### config.mk
export PLATFORM = sky130hd
export DESIGN_NAME = dnn_input_loader
export DESIGN_NICKNAME = d
export VERILOG_FILES = /design/src/rtl/dnn_input_loader.sv
export SDC_FILE = /design/constraint.sdc
export NUM_CORES = 1
export LEC_CHECK = 0
export ABC_AREA = 1
export CORE_MARGIN = 1.5
export CORE_UTILIZATION = 30
export DETAILED_ROUTE_END_ITERATION = 10
export GPL_ROUTABILITY_DRIVEN = 1
export MAX_ROUTING_LAYER = met4
export PLACE_DENSITY = 0.55
export SLEW_MARGIN = 20
export SYNTH_ARGS = -nofsm -noshare
export SYNTH_HDL_FRONTEND = slang
export SYNTH_SLANG_ARGS = --single-unit
### constraint.sdc
create_clock -name clk -period 3.42 [get_ports clk]
set_input_delay 0.684 -clock clk [delete_from_list [all_inputs] [get_ports clk]]
set_output_delay 0.684 -clock clk [all_outputs]
set_load 0.02 [all_outputs]
### src/rtl/dnn_input_loader.sv
// Serial-to-parallel frame loader for the 4-4-2 DNN: 28 words in (x0..x3, then 24 weights), held on parallel buses while ARMED.
// Latency: in_ready rises the cycle after the last word; release takes one RELEASE cycle. Optional WEIGHT_PERSIST_EN: after one full frame, later frames carry only x0..x3.
// Backpressure: s_ready decodes registered state only (high in LOAD); frames are held until top reports both neurons done.
module dnn_input_loader #(
    parameter int WIDTH    = 5,
    parameter int MIN_HOLD = 20
) (
    input  logic             clk,
    input  logic             rst_n,
    input  logic             s_valid,
    input  logic [WIDTH-1:0] s_data,
    input  logic             s_last,
    output logic             s_ready,
    output logic [WIDTH-1:0] x0,
    output logic [WIDTH-1:0] x1,
    output logic [WIDTH-1:0] x2,
    output logic [WIDTH-1:0] x3,
    output logic [WIDTH-1:0] w04,
    output logic [WIDTH-1:0] w14,
    output logic [WIDTH-1:0] w24,
    output logic [WIDTH-1:0] w34,
    output logic [WIDTH-1:0] w05,
    output logic [WIDTH-1:0] w15,
    output logic [WIDTH-1:0] w25,
    output logic [WIDTH-1:0] w35,
    output logic [WIDTH-1:0] w06,
    output logic [WIDTH-1:0] w16,
    output logic [WIDTH-1:0] w26,
    output logic [WIDTH-1:0] w36,
    output logic [WIDTH-1:0] w07,
    output logic [WIDTH-1:0] w17,
    output logic [WIDTH-1:0] w27,
    output logic [WIDTH-1:0] w37,
    output logic [WIDTH-1:0] w48,
    output logic [WIDTH-1:0] w58,
    output logic [WIDTH-1:0] w68,
    output logic [WIDTH-1:0] w78,
    output logic [WIDTH-1:0] w49,
    output logic [WIDTH-1:0] w59,
    output logic [WIDTH-1:0] w69,
    output logic [WIDTH-1:0] w79,
    output logic             in_ready,
    input  logic             out10_ready,
    input  logic             out11_ready,
    output logic             frame_err
);

    typedef enum logic [1:0] {
        LOAD    = 2'd0,
        ARMED   = 2'd1,
        RELEASE = 2'd2
    } state_t;

    localparam int         NWORDS     = 28;
    localparam int         HW         = (MIN_HOLD < 1) ? 1 : $clog2(MIN_HOLD + 1);
    localparam logic [4:0] LAST_FULL  = 5'd27;
    localparam logic [4:0] LAST_SHORT = 5'd3;

    state_t           state;
    state_t           state_nxt;
    logic [4:0]       idx;
    logic [HW-1:0]    hold_cnt;
    logic [WIDTH-1:0] word_q [NWORDS];
    logic             persisted;
    logic [4:0]       end_idx;
    logic             accept;
    logic             at_end;
    logic             good_end;
    logic             bad_end;
    logic             hold_sat;
    logic             done_both;

    assign accept    = s_valid && (state == LOAD);
    assign end_idx   = persisted ? LAST_SHORT : LAST_FULL;
    assign at_end    = (idx == end_idx);
    assign good_end  = accept && at_end && s_last;
    // A frame is malformed when s_last and the terminal index disagree.
    assign bad_end   = accept && (at_end != s_last);
    assign hold_sat  = (hold_cnt == HW'(MIN_HOLD));
    assign done_both = out10_ready && out11_ready;

    always_ff @(posedge clk or negedge rst_n) begin
        if (!rst_n) begin
            state <= LOAD;
        end else begin
            state <= state_nxt;
        end
    end

    always_comb begin
        state_nxt = state;
        s_ready   = 1'b0;
        in_ready  = 1'b0;
        case (state)
            LOAD: begin
                s_ready = 1'b1;
                if (good_end) begin
                    state_nxt = ARMED;
                end
            end
            ARMED: begin
                in_ready = 1'b1;
                // Done flags before saturation are stale leftovers from the prior frame.
                if (hold_sat && done_both) begin
                    state_nxt = RELEASE;
                end
            end
            RELEASE: begin
                state_nxt = LOAD;
            end
            default: begin
                state_nxt = LOAD;
            end
        endcase
    end

    always_ff @(posedge clk or negedge rst_n) begin
        if (!rst_n) begin
            idx <= '0;
        end else if (accept) begin
            if (at_end || s_last) begin
                idx <= '0;
            end else begin
                idx <= idx + 5'd1;
            end
        end
    end

    always_ff @(posedge clk or negedge rst_n) begin
        if (!rst_n) begin
            hold_cnt <= '0;
        end else if (state != ARMED) begin
            hold_cnt <= '0;
        end else if (!hold_sat) begin
            hold_cnt <= hold_cnt + HW'(1);
        end
    end

    always_ff @(posedge clk or negedge rst_n) begin
        if (!rst_n) begin
            for (int i = 0; i < NWORDS; i++) begin
                word_q[i] <= '0;
            end
        end else if (accept) begin
            word_q[idx] <= s_data;
        end
    end

    always_ff @(posedge clk or negedge rst_n) begin
        if (!rst_n) begin
            frame_err <= 1'b0;
        end else begin
            frame_err <= bad_end;
        end
    end

`ifdef WEIGHT_PERSIST_EN
    // Once a full frame has armed, later frames only refresh the features.
    always_ff @(posedge clk or negedge rst_n) begin
        if (!rst_n) begin
            persisted <= 1'b0;
        end else if (good_end) begin
            persisted <= 1'b1;
        end
    end
`else
    assign persisted = 1'b0;
`endif

    assign x0  = word_q[0];
    assign x1  = word_q[1];
    assign x2  = word_q[2];
    assign x3  = word_q[3];
    assign w04 = word_q[4];
    assign w14 = word_q[5];
    assign w24 = word_q[6];
    assign w34 = word_q[7];
    assign w05 = word_q[8];
    assign w15 = word_q[9];
    assign w25 = word_q[10];
    assign w35 = word_q[11];
    assign w06 = word_q[12];
    assign w16 = word_q[13];
    assign w26 = word_q[14];
    assign w36 = word_q[15];
    assign w07 = word_q[16];
    assign w17 = word_q[17];
    assign w27 = word_q[18];
    assign w37 = word_q[19];
    assign w48 = word_q[20];
    assign w58 = word_q[21];
    assign w68 = word_q[22];
    assign w78 = word_q[23];
    assign w49 = word_q[24];
    assign w59 = word_q[25];
    assign w69 = word_q[26];
    assign w79 = word_q[27];

endmodule
======== After elaboration in Yosys (flattened, before gate mapping) ========
Index checks and enable logic that the tools add are counted.
storage, ports and cells
  output and inout port bits .............. 143
  register bits ........................... 153
operators by class
  mux-type cells .......................... 11
  add/sub/neg operators ................... 2
  equality and inequality tests ........... 8
  reduce and logical (&&, ||, !) cells .... 10
  magnitude comparators ................... 2
  bitwise logic cells ..................... 1
operators with widths
  kind                                                                           count
  140-bit bitwise mux                                                            1
  5-bit demux with 5-bit select                                                  1
  5-bit 2-to-1 mux                                                               4
  5-bit by 1-bit adder with 5-bit output (second input constant)                 2
  5-bit equality test (second input constant)                                    2
  1-bit logical AND                                                              7
  6-bit greater-or-equal comparator (second input constant)                      1
  6-bit by 1-bit less-than comparator with 1-bit output (second input constant)  1
  5-bit NOT with 6-bit output                                                    1
  2-bit 2-to-1 mux                                                               2
  2-bit by 1-bit != test with 1-bit output (second input constant)               2
  2-bit != test (second input constant)                                          2
  2-bit one-hot mux with 2 select lines                                          1
  2-bit by 1-bit equality test with 1-bit output (second input constant)         1
  2-bit logical NOT                                                              1
  1-bit 2-to-1 mux                                                               2
  2-bit AND reduction                                                            1
  1-bit logical OR                                                               1
  1-bit != test                                                                  1

======== Longest topological paths before layout ========
Gate-level depths: netlist of run 1.
  word-level depth ........................ 6
  depth in mapped cells ................... 7
  mapped depth without buffers ............ 7

======== Least setup slack after synthesis of run 1 ========
Ideal clock, no wire load.
  path type ............................... register to output
  from .................................... register state[1]
  to ...................................... output in_ready
  arrival ................................. 0.858 ns
  stages on the path, launching flop included .. 2
  path buffers ............................ 0
  required time ........................... 2.736 ns
  setup slack ............................. 1.878 ns
  cell sequence ........................... dfrtp_1 > nor2_1
on the way
  word-level cells in the longest chain between the ends .. 2
RTL lines
  what                                            line  source
  start: declaration                              59    state_t state;
  start signal: assignment                        86    state <= state_nxt;
  2-bit by 1-bit equality test with 1-bit output  94    case (state)
  1-bit 2-to-1 mux                                94
  end: declaration                                42    output logic in_ready,
Every way passes these cells.

======== Final worst setup path of run 1 ========
Ends and elaborated chain as after synthesis.

==> results of run 1 <==
==> power by group through the flow <==
stage,clock network [mW],registers (mW),logic [mW]
after floorplan,0,2.39,0.236
after global placement,0,2.16,1.04
after detailed placement,0,2.16,1.05
after CTS,1.89,2.13,1.05
after global routing,1.98,2.15,1.12
final,1.85,2.12,1.03
==> layer usage <==
layer  vias up  global-route usage (%)  share of wire (%)
met5         -                       -                  0
met2       152                    27.4                 46
li1       2659                       -                  -
met1      2634                    24.7                 47
met3        11                    3.70                5.9
met4         0                    4.36               0.65
==> final timing paths <==
kind / from / end / slack (ns) / cells after the start
setup / recovery: state[1]$_DFFE_PN0P_ / in_ready / 0.84 / 2
hold / removal: rst_n / x2[1]$_DFFE_PN0P_ / 0.27 / 1
setup reg to reg: idx[3]$_DFFE_PN0P_ / x3[2]$_DFFE_PN0P_ / 1.38 / 5
hold reg to reg: w15[4]$_DFFE_PN0P_ / w15[4]$_DFFE_PN0P_ / 0.48 / 2
max in group asynchronous: rst_n / w48[4]$_DFFE_PN0P_ / 2.38 / 2
min in group clk: w15[4]$_DFFE_PN0P_ / w15[4]$_DFFE_PN0P_ / 0.48 / 2
==> layout by cell type, fill, tap and decap left out, types with 6 or more instances in the layout <==
cell             count
o21ai_1             16
inv_1               14
nor2_2              16
buf_4               12
dfrtp_1            153
nand3_2              6
nand4_1             12
nand3_1             13
clkbuf_16           17
nand2_1            293
nor2_1              18
o21ai_0            131
ha_1                 7
clkdlybuf4s50_1    152
==> kinds of logic (layout without fill, tap and decap cells) <==
kind of cell / after synthesis / count (layout) / share of synthesized area (%)
AOI/OAI and AO/OA: 149 / 149 / 11.7
adders and majority gates: 7 / 7 / 1.37
DFF: 153 / 153 / 59.9
xor gates and xnor gates: 1 / 1 / 0.137
buffers and inverters: 61 / 213 / 3.70
and+or+nand+nor: 362 / 362 / 23.2
==> synthesized netlist by cell type <==
| master | instances |
|---|---|
| nor2_2 | 16 |
| inv_1 | 14 |
| nand3_2 | 3 |
| nand3_1 | 16 |
| clkbuf_1 | 36 |
| nand2_1 | 293 |
| inv_2 | 1 |
| o21ai_0 | 131 |
| a31oi_1 | 1 |
| a21oi_1 | 1 |
| nor2_4 | 1 |
| dfrtp_1 | 153 |
| buf_2 | 6 |
| ha_1 | 7 |
| nand4_1 | 12 |
| buf_1 | 4 |
| nor2_1 | 18 |
| nand2_2 | 2 |
| xor2_1 | 1 |
| nor3_1 | 1 |
| o21ai_1 | 16 |
==> stage by stage <==
stage | utilization [%] | setup slack [ns] | cells | area [um2]
detailed placement | 39.2 | 0.943 | 1128 | 8210
finish | 42.0 | 0.842 | 1160 | 8790
global placement | 39.2 | 0.959 | 1128 | 8210
global route | 42.0 | 0.733 | 1160 | 8790
CTS | 42.0 | 0.795 | 1160 | 8790
floorplan | - | 1.88 | 733 | 6390
==> worst max-delay path, stage by stage, from the launching register on <==
cell             delay [ns]
dfrtp_1                0.38
nor2_1                 0.40
clkdlybuf4s50_1        0.70
==> layout make-up <==
class                      count  area [um2]  area share, %
clock buffer                  20         467           5.31
clock inverter                12         116           1.32
inverter                      15        56.3          0.640
multi-input combinational    519        2340           26.6
sequential                   153        3830           43.5
tap                          275         344           3.91
timing repair buffer         166        1640           18.7
==> run_results.csv, run 1 <==
group,metric,value,unit
global_route,grt_max_degree,65,
clock_network,cts_root_buf,"clkbuf_16",
global_route,grt_overflow_total,0,
place,place_hpwl,11700,um
route,drtPass1Iterations,5,
job,cap_viol_max_count,0,
clock_network,clk_pin_slew_worst_paths,0.06,ns
power,power.switching,1.50,mW
logic_synthesis,yosys.area.top_type_share,59.9,%
floorplanning,core,21000,um2
sta,max_freq,0.388,GHz
global_route,grt_pass1_wl,30000,um
sta,relSlewSlack,50.9,%
power,pwr-share-clk,37.0,%
sta,maxSlewViolCount,0,
worst_setup_path,required,2.74,ns
worst_setup_path,cp_max_fo,8,
logic_synthesis,synthTopCellsByArea,"dfrtp_1 (60%), nand2_1 (17%), o21ai_0 (10%), clkbuf_1 (2.1%), nor2_2 (1.6%)",
global_route,antenna_found_initial,0,
cells_and_area,final_layout_size_suffix_gt1_share,8.14,%
clock_network,post_cts_buffers,0,
route,vias_per_cell,4.70,
logic_synthesis,ys_ff_latch,153,
cells_and_area,fill_cells,2133,
clock_network,cts_tree,"built",
route,routedWlPerCell,16.2,um
clock_network,cts_resized,0,
logic_synthesis,yosysWarnings,0,
global_route,grt_usage,18.0,%
floorplanning,die_area,22200,um2
clock_network,clock_sinks,153,
sta,hold_ws,0.267,ns
sta,finalSetupViolations,0,
worst_setup_path,cp-start-kind,"flop",
route,ant_nets,0,
floorplanning,die_w,149,um
floorplanning,placementRows,53,
logic_synthesis,synthCells,733,
sta,grt_setup_unrepaired,"no",
route,drc,0,
power,power_density,570,nW/um2
global_route,grt_pass1_vias,5354,
logic_synthesis,yosys.area.top_type,"dfrtp_1",
floorplanning,die_height,149,um
sta,fin_tns_setup,0,ns
power,seqPwrFrac,42.4,%
logic_synthesis,syn_area,6390,um2
logic_synthesis,synth_cell_types,21,
logic_synthesis,syn-mean-instance-area,8.72,um2
place,gp_congestion,0.746,
sta,fin_crit_sh,75.4,%
clock_network,hold_buffers,0,
route,wl,18800,um
power,leakagePower,4.32,nW
sta,finClkSkew,0.00954,ns
cells_and_area,syn_to_final_growth,37.6,%
floorplanning,io_pins,154,
power,p_comb_share,20.6,%
hold_path,worstHoldPathType,"input port to asynchronous set/reset pin",
clock_network,htree_levels,4,
power,p_int,3.51,mW
power,p_sw_share,29.9,%
worst_setup_path,arrival,1.89,ns
power,power,5.01,mW
cells_and_area,diodes,0,
power,peakVddDrop,0.332,mV
sta,hold_viol_final,0,
route,vias,5456,
clock_network,clk_latency,0.41,ns
route,drtIter0Drc,264,
sta,max_slew.worst_pin.slew,0.734,ns
logic_synthesis,syn_nets,751,
place,port_buffers,153,
status,outcome,"completed",
floorplanning,initial_core_util,30.5,%
worst_setup_path,endpoint_kind,"output port",
cells_and_area,layout.nets,890,
clock_network,cts.path.max_buffers,2,
sta,post-route-min-period,2.58,ns
clock_network,numCtsBuffers,17,
logic_synthesis,seq_area_frac_synth,59.9,%
worst_setup_path,crit_type,"flop to output port",
(Power assumes the default switching activity.)
==> inputs of run 2 (changes only) <==
==> constraint.sdc (replaced) <==
create_clock -name clk -period 2.4 [get_ports clk]
set_input_delay 0.48 -clock clk [delete_from_list [all_inputs] [get_ports clk]]
set_output_delay 0.48 -clock clk [all_outputs]
set_load 0.02 [all_outputs]
==> run 2 against run 1 <==
  * Largest power group unchanged
  * Power up 49%
  * Non-clock buffer count up 6
  * Via count up 0.13%
  * Clock power up 58%
  * Clock skew about the same
  * Final cell count up 0.52%
  * Utilization up 0.54 points
  * Critical path type unchanged
  * Cell area up 1.3%
  * Critical path depth unchanged
  * Combinational power up 43%
  * Sequential cell count unchanged
==> run_results.csv, run 2 (synthesis results as in run 1) <==
group,metric,value,unit
route,drtIter0Drc,290,
sta,fin_tns_setup,0,ns
cells_and_area,fill_cells,2122,
floorplanning,die_height,149,um
clock_network,htree_levels,4,
floorplanning,die_area,22200,um2
sta,post-route-min-period,2.28,ns
power,leakagePower,4.39,nW
cells_and_area,final_layout_size_suffix_gt1_share,8.64,%
worst_setup_path,path_cells,"nor2_2 -> clkdlybuf4s50_1",
global_route,grt_overflow_total,0,
cells_and_area,final_cell_mix,"nand2_1 (293), dfrtp_1 (153), clkdlybuf4s50_1 (152)",
global_route,grt_max_degree,51,
clock_network,cts.path.max_buffers,2,
worst_setup_path,worst-path-buf-inv,1,
worst_setup_path,cp-start-kind,"flop",
clock_network,numCtsBuffers,17,
sta,max_slew.worst_pin.slew,0.528,ns
floorplanning,io_pins,154,
sta,finalSetupViolations,0,
clock_network,post_cts_buffers,0,
worst_setup_path,required,1.92,ns
route,routedWlPerCell,16.1,um
global_route,grt_pass1_vias,5270,
job,cap_viol_max_count,0,
route,drc,0,
place,dp_cells,1133,
global_route,grt_pass1_wl,29500,um
place,gp_congestion,0.766,
sta,max_freq,0.439,GHz
clock_network,clk_latency,0.42,ns
worst_setup_path,ff2ff_path_depth,5,
worst_setup_path,crit_family,"buffers and inverters",
hold_path,worstHoldPathType,"flop to flop",
global_route,antenna_found_initial,0,
route,vias_per_cell,4.69,
sta,maxSlewViolCount,0,
worst_setup_path,crit_path_top_delay_cell,"clkdlybuf4s50_1",
worst_setup_path,crit_path_max_incr_delay,0.68,ns
place,port_buffers,153,
clock_network,clock_sinks,153,
clock_network,cts_root_buf,"clkbuf_16",
cells_and_area,diodes,0,
power,peakVddDrop,0.457,mV
floorplanning,die_w,149,um
route,drtPass1Iterations,5,
cells_and_area,syn_to_final_growth,39.4,%
worst_setup_path,endpoint_kind,"output port",
cells_and_area,layout.nets,896,
cells_and_area,fin_cells,1166,
sta,hold_ws,0.489,ns
place,pre_cts_ws,0.366,ns
status,outcome,"completed",
global_route,grt_usage,17.9,%
sta,hold_viol_final,0,
worst_setup_path,cp.depth,2,
clock_network,cts_tree,"built",
cells_and_area,layout_commonest_cell,"nand2_1",
worst_setup_path,crit_type,"flop to output port",
clock_network,clk_pin_slew_worst_paths,0.07,ns
clock_network,cts_resized,0,
floorplanning,placementRows,53,
hold_path,hold_depth,2,
route,wl,18800,um
sta,relSlewSlack,64.7,%
sta,grt_setup_unrepaired,"no",
sta,fin_ws,0.123,ns
route,ant_nets,0,
clock_network,hold_buffers,1,
sta,finClkSkew,0.00919,ns
place,place_hpwl,11900,um
worst_setup_path,cp_max_fo,6,
worst_setup_path,arrival,1.80,ns
floorplanning,initial_core_util,30.5,%
floorplanning,core,21000,um2
route,vias,5463,
sta,fin_crit_sh,94.9,%
power,power_density,837,nW/um2
-- run 2: changes by cell type in the layout (fill, tap and decap cells not counted) --
cell,delta
clkbuf_8,-3
inv_6,+3
buf_12,+1
buf_4,+4
dlygate4sd3_1,+1
clkinvlp_4,-2
bufinv_16,+3
inv_8,+1
clkinv_4,-2
-- run 2: worst min-delay path: cells and delay by family, from the launching register on --
family | cells | cell delay (ns)
AOI/OAI and AO/OA | 1 | 0.06
DFF | 1 | 0.34
and+or+nand+nor | 1 | 0.05
-- run 2: final timing paths --
check / slack, ns / endpoint / start
min in group asynchronous: 0.53 / x2[1]$_DFFE_PN0P_ / rst_n
max reg2reg: 0.49 / w35[4]$_DFFE_PN0P_ / idx[2]$_DFFE_PN0P_
min: 0.49 / w25[4]$_DFFE_PN0P_ / w25[4]$_DFFE_PN0P_
max in group asynchronous: 1.19 / w58[3]$_DFFE_PN0P_ / rst_n
max: 0.12 / s_ready / state[0]$_DFFE_PN0P_
min reg2reg: 0.49 / w25[4]$_DFFE_PN0P_ / w25[4]$_DFFE_PN0P_
-- run 2: where the power goes --
group | switching (mW) | leakage (nW) | internal, mW
combinational | 0.847 | 1.99 | 0.627
sequential | 0.176 | 2.08 | 2.87
clock | 1.17 | 0.315 | 1.77
total | 2.19 | 4.39 | 5.26
-- run 2: through the flow --
stage	total power [mW]	utilization, %	area [um2]
3_3_place_gp	4.58	39.4	8260
5_1_grt	7.77	42.5	8910
6_report	7.45	42.5	8910
3_5_place_dp	4.59	39.4	8260
2_1_floorplan	3.74	-	6390
4_1_cts	7.53	42.5	8910
-- run 2: layout make-up --
class	instances	area, um2	share of cell area (%)
multi-input cells	519	2340	26.3
repair buffers	172	1700	19.1
flip-flops and latches	153	3830	43.0
clock inverters	15	211	2.37
inverters	15	56.3	0.632
well taps	275	344	3.86
clock buffers	17	425	4.78
-- run 2: routing by layer --
metal | GRT usage (%) | up-vias | part of all wire, %
li1 | - | 2667 | -
met5 | - | - | 0
met4 | 5.00 | 0 | 1.1
met2 | 26.3 | 134 | 46
met3 | 3.94 | 15 | 4.7
met1 | 24.9 | 2647 | 48
==> inputs of run 3 (changes only) <==
--- a/config.mk
+++ b/config.mk
@@ -7,11 +7,11 @@
 export LEC_CHECK = 0
 export ABC_AREA = 1
 export CORE_MARGIN = 1.5
-export CORE_UTILIZATION = 30
+export CORE_UTILIZATION = 46
 export DETAILED_ROUTE_END_ITERATION = 10
 export GPL_ROUTABILITY_DRIVEN = 1
 export MAX_ROUTING_LAYER = met4
-export PLACE_DENSITY = 0.55
+export PLACE_DENSITY = 0.77
 export SLEW_MARGIN = 20
 export SYNTH_ARGS = -nofsm -noshare
 export SYNTH_HDL_FRONTEND = slang
==> constraint.sdc (replaced) <==
create_clock -name clk -period 2.3 [get_ports clk]
set_input_delay 0.46 -clock clk [delete_from_list [all_inputs] [get_ports clk]]
set_output_delay 0.46 -clock clk [all_outputs]
set_load 0.02 [all_outputs]
==> run 3 against run 2 <==
  * Critical path type unchanged
  * Global-route usage rose by 6.7 points
  * Power fell by 2.9%
  * Critical endpoint unchanged
  * Non-clock buffer count unchanged
  * Setup slack lost 0.050 ns
  * Final cell count fell by 8.6%
  * Highest routed layer unchanged
  * Register-to-register slack better by 0.03 ns
  * Utilization is 22 points higher
  * Combinational power increased by 4%
==> run_results.csv, run 3 (synthesis results as in run 1) <==
group,metric,value,unit
sta,max_slew.worst_pin.slew,0.683,ns
clock_network,htree_levels,4,
worst_setup_path,endpoint_kind,"output port",
power,pwr-share-clk,35.0,%
power,power_density,832,nW/um2
power,leakagePower,4.34,nW
place,gp_congestion,0.788,
route,drtPass1Iterations,5,
worst_setup_path,path_cells,"nor2_2 -> clkdlybuf4s50_1",
power,peakVddDrop,0.424,mV
status,outcome,"completed",
worst_setup_path,crit_family,"buffers and inverters",
sta,post-route-min-period,2.23,ns
cells_and_area,fin_cells,1066,
route,routedWlPerCell,15.8,um
worst_setup_path,crit_path_top_delay_cell,"clkdlybuf4s50_1",
global_route,grt_pass1_wl,27000,um
clock_network,hold_buffers,1,
clock_network,clk_latency,0.41,ns
place,place_hpwl,10600,um
worst_setup_path,required,1.84,ns
route,drc,0,
cells_and_area,utilization,64.9,%
worst_setup_path,crit_path_max_incr_delay,0.69,ns
route,wl,16900,um
hold_path,worstHoldPathType,"input port to asynchronous set/reset pin",
clock_network,numCtsBuffers,17,
power,p_comb_share,21.2,%
sta,finClkSkew,0.00662,ns
place,port_buffers,153,
floorplanning,initial_core_util,47.7,%
cells_and_area,layout.nets,896,
sta,maxSlewViolCount,0,
clock_network,cts.path.max_buffers,2,
global_route,grt_overflow_total,0,
cells_and_area,layout_commonest_cell,"nand2_1",
cells_and_area,final_layout_size_suffix_gt1_share,7.75,%
global_route,grt_pass1_vias,5178,
sta,finalSetupViolations,0,
floorplanning,die_w,121,um
global_route,grt_max_degree,55,
clock_network,cts_tree,"built",
cells_and_area,syn_to_final_growth,36.0,%
power,p_int,5.17,mW
cells_and_area,fill_cells,1148,
global_route,antenna_found_initial,0,
sta,fin_crit_sh,96.9,%
clock_network,clk_pin_slew_worst_paths,0.06,ns
place,dp_cells,1034,
global_route,grt_usage,24.6,%
power,power.switching,2.07,mW
power,p_sw_share,28.6,%
worst_setup_path,cp-start-kind,"flop",
sta,fin_tns_setup,0,ns
route,ant_nets,0,
clock_network,post_cts_buffers,0,
place,dpl_cell_area,8150,um2
sta,hold_viol_final,0,
job,cap_viol_max_count,0,
cells_and_area,final_cell_mix,"nand2_1 (293), dfrtp_1 (153), clkdlybuf4s50_1 (152)",
cells_and_area,diodes,0,
sta,relSlewSlack,54.4,%
floorplanning,die_height,121,um
route,drtIter0Drc,590,
floorplanning,io_pins,154,
route,vias,5533,
clock_network,clock_sinks,153,
cells_and_area,stdcell_area,8690,um2
floorplanning,die_area,14600,um2
worst_setup_path,worst-path-buf-inv,1,
worst_setup_path,crit_type,"flop to output port",
sta,max_freq,0.449,GHz
floorplanning,placementRows,42,
clock_network,cts_root_buf,"clkbuf_16",
route,vias_per_cell,5.19,
floorplanning,core,13400,um2
power,seqPwrFrac,43.8,%
clock_network,cts_resized,0,
worst_setup_path,cp_max_fo,6,
power,power,7.23,mW
worst_setup_path,arrival,1.77,ns
sta,grt_setup_unrepaired,"no",
[run 3: cell count changes in the layout (fill, tap and decap cells not counted), sizes merged]
cell | before | now
bufinv | 4 | 0
clkbuf | 17 | 29
clkinv | 5 | 2
inv | 21 | 15
[run 3: layout make-up]
class                           instances  area, um2  share of cell area (%)
Sequential cell                       153       3830                    44.1
Multi-Input combinational cell        519       2340                    26.9
Timing Repair Buffer                  172       1720                    19.7
Inverter                               15       56.3                   0.648
Tap cell                              176        220                    2.53
Clock inverter                          2       10.0                   0.115
Clock buffer                           29        520                    5.99
[run 3: metrics by stage]
step                      worst slack, ns  hold slack (ns)
after floorplan                     0.840            0.164
after global placement              0.319            0.333
after detailed placement            0.274            0.334
after CTS                          0.0629            0.481
after global routing               0.0171            0.495
final                              0.0724            0.472
[run 3: worst register-to-register path: stages (launching register included)]
cell and delay [ns]:
dfrtp_1 0.47, nor2_1 0.21, nand2_1 0.44, nor2_1 0.44, nand2_1 0.08, nand2_1 0.08
[run 3: power by group through the flow]
stage                     logic, mW  registers [mW]  clock network (mW)
after floorplan               0.351            3.55                   0
after CTS                      1.55            3.18                2.55
after detailed placement       1.55            3.22                   0
after global routing           1.66            3.20                2.68
after global placement         1.52            3.22                   0
final                          1.53            3.17                2.53
[run 3: final timing paths]
| kind | start | end | slack [ns] | depth (start not counted) |
|---|---|---|---|---|
| worst max-delay path | state[0]$_DFFE_PN0P_ | s_ready | 0.07 | 2 |
| worst min-delay path | rst_n | x2[1]$_DFFE_PN0P_ | 0.47 | 2 |
| worst max register to register | idx[3]$_DFFE_PN0P_ | x2[4]$_DFFE_PN0P_ | 0.52 | 5 |
| worst min register to register | w15[4]$_DFFE_PN0P_ | w15[4]$_DFFE_PN0P_ | 0.50 | 2 |
| max in group asynchronous | rst_n | w16[3]$_DFFE_PN0P_ | 1.25 | 3 |
| min in group clk | w15[4]$_DFFE_PN0P_ | w15[4]$_DFFE_PN0P_ | 0.50 | 2 |
[run 3: metal layers]
layer,part of all wire [%],global-route usage (%)
met5,0,-
met4,1.5,8.82
met3,6.4,4.75
met2,47,37.1
met1,45,33.4
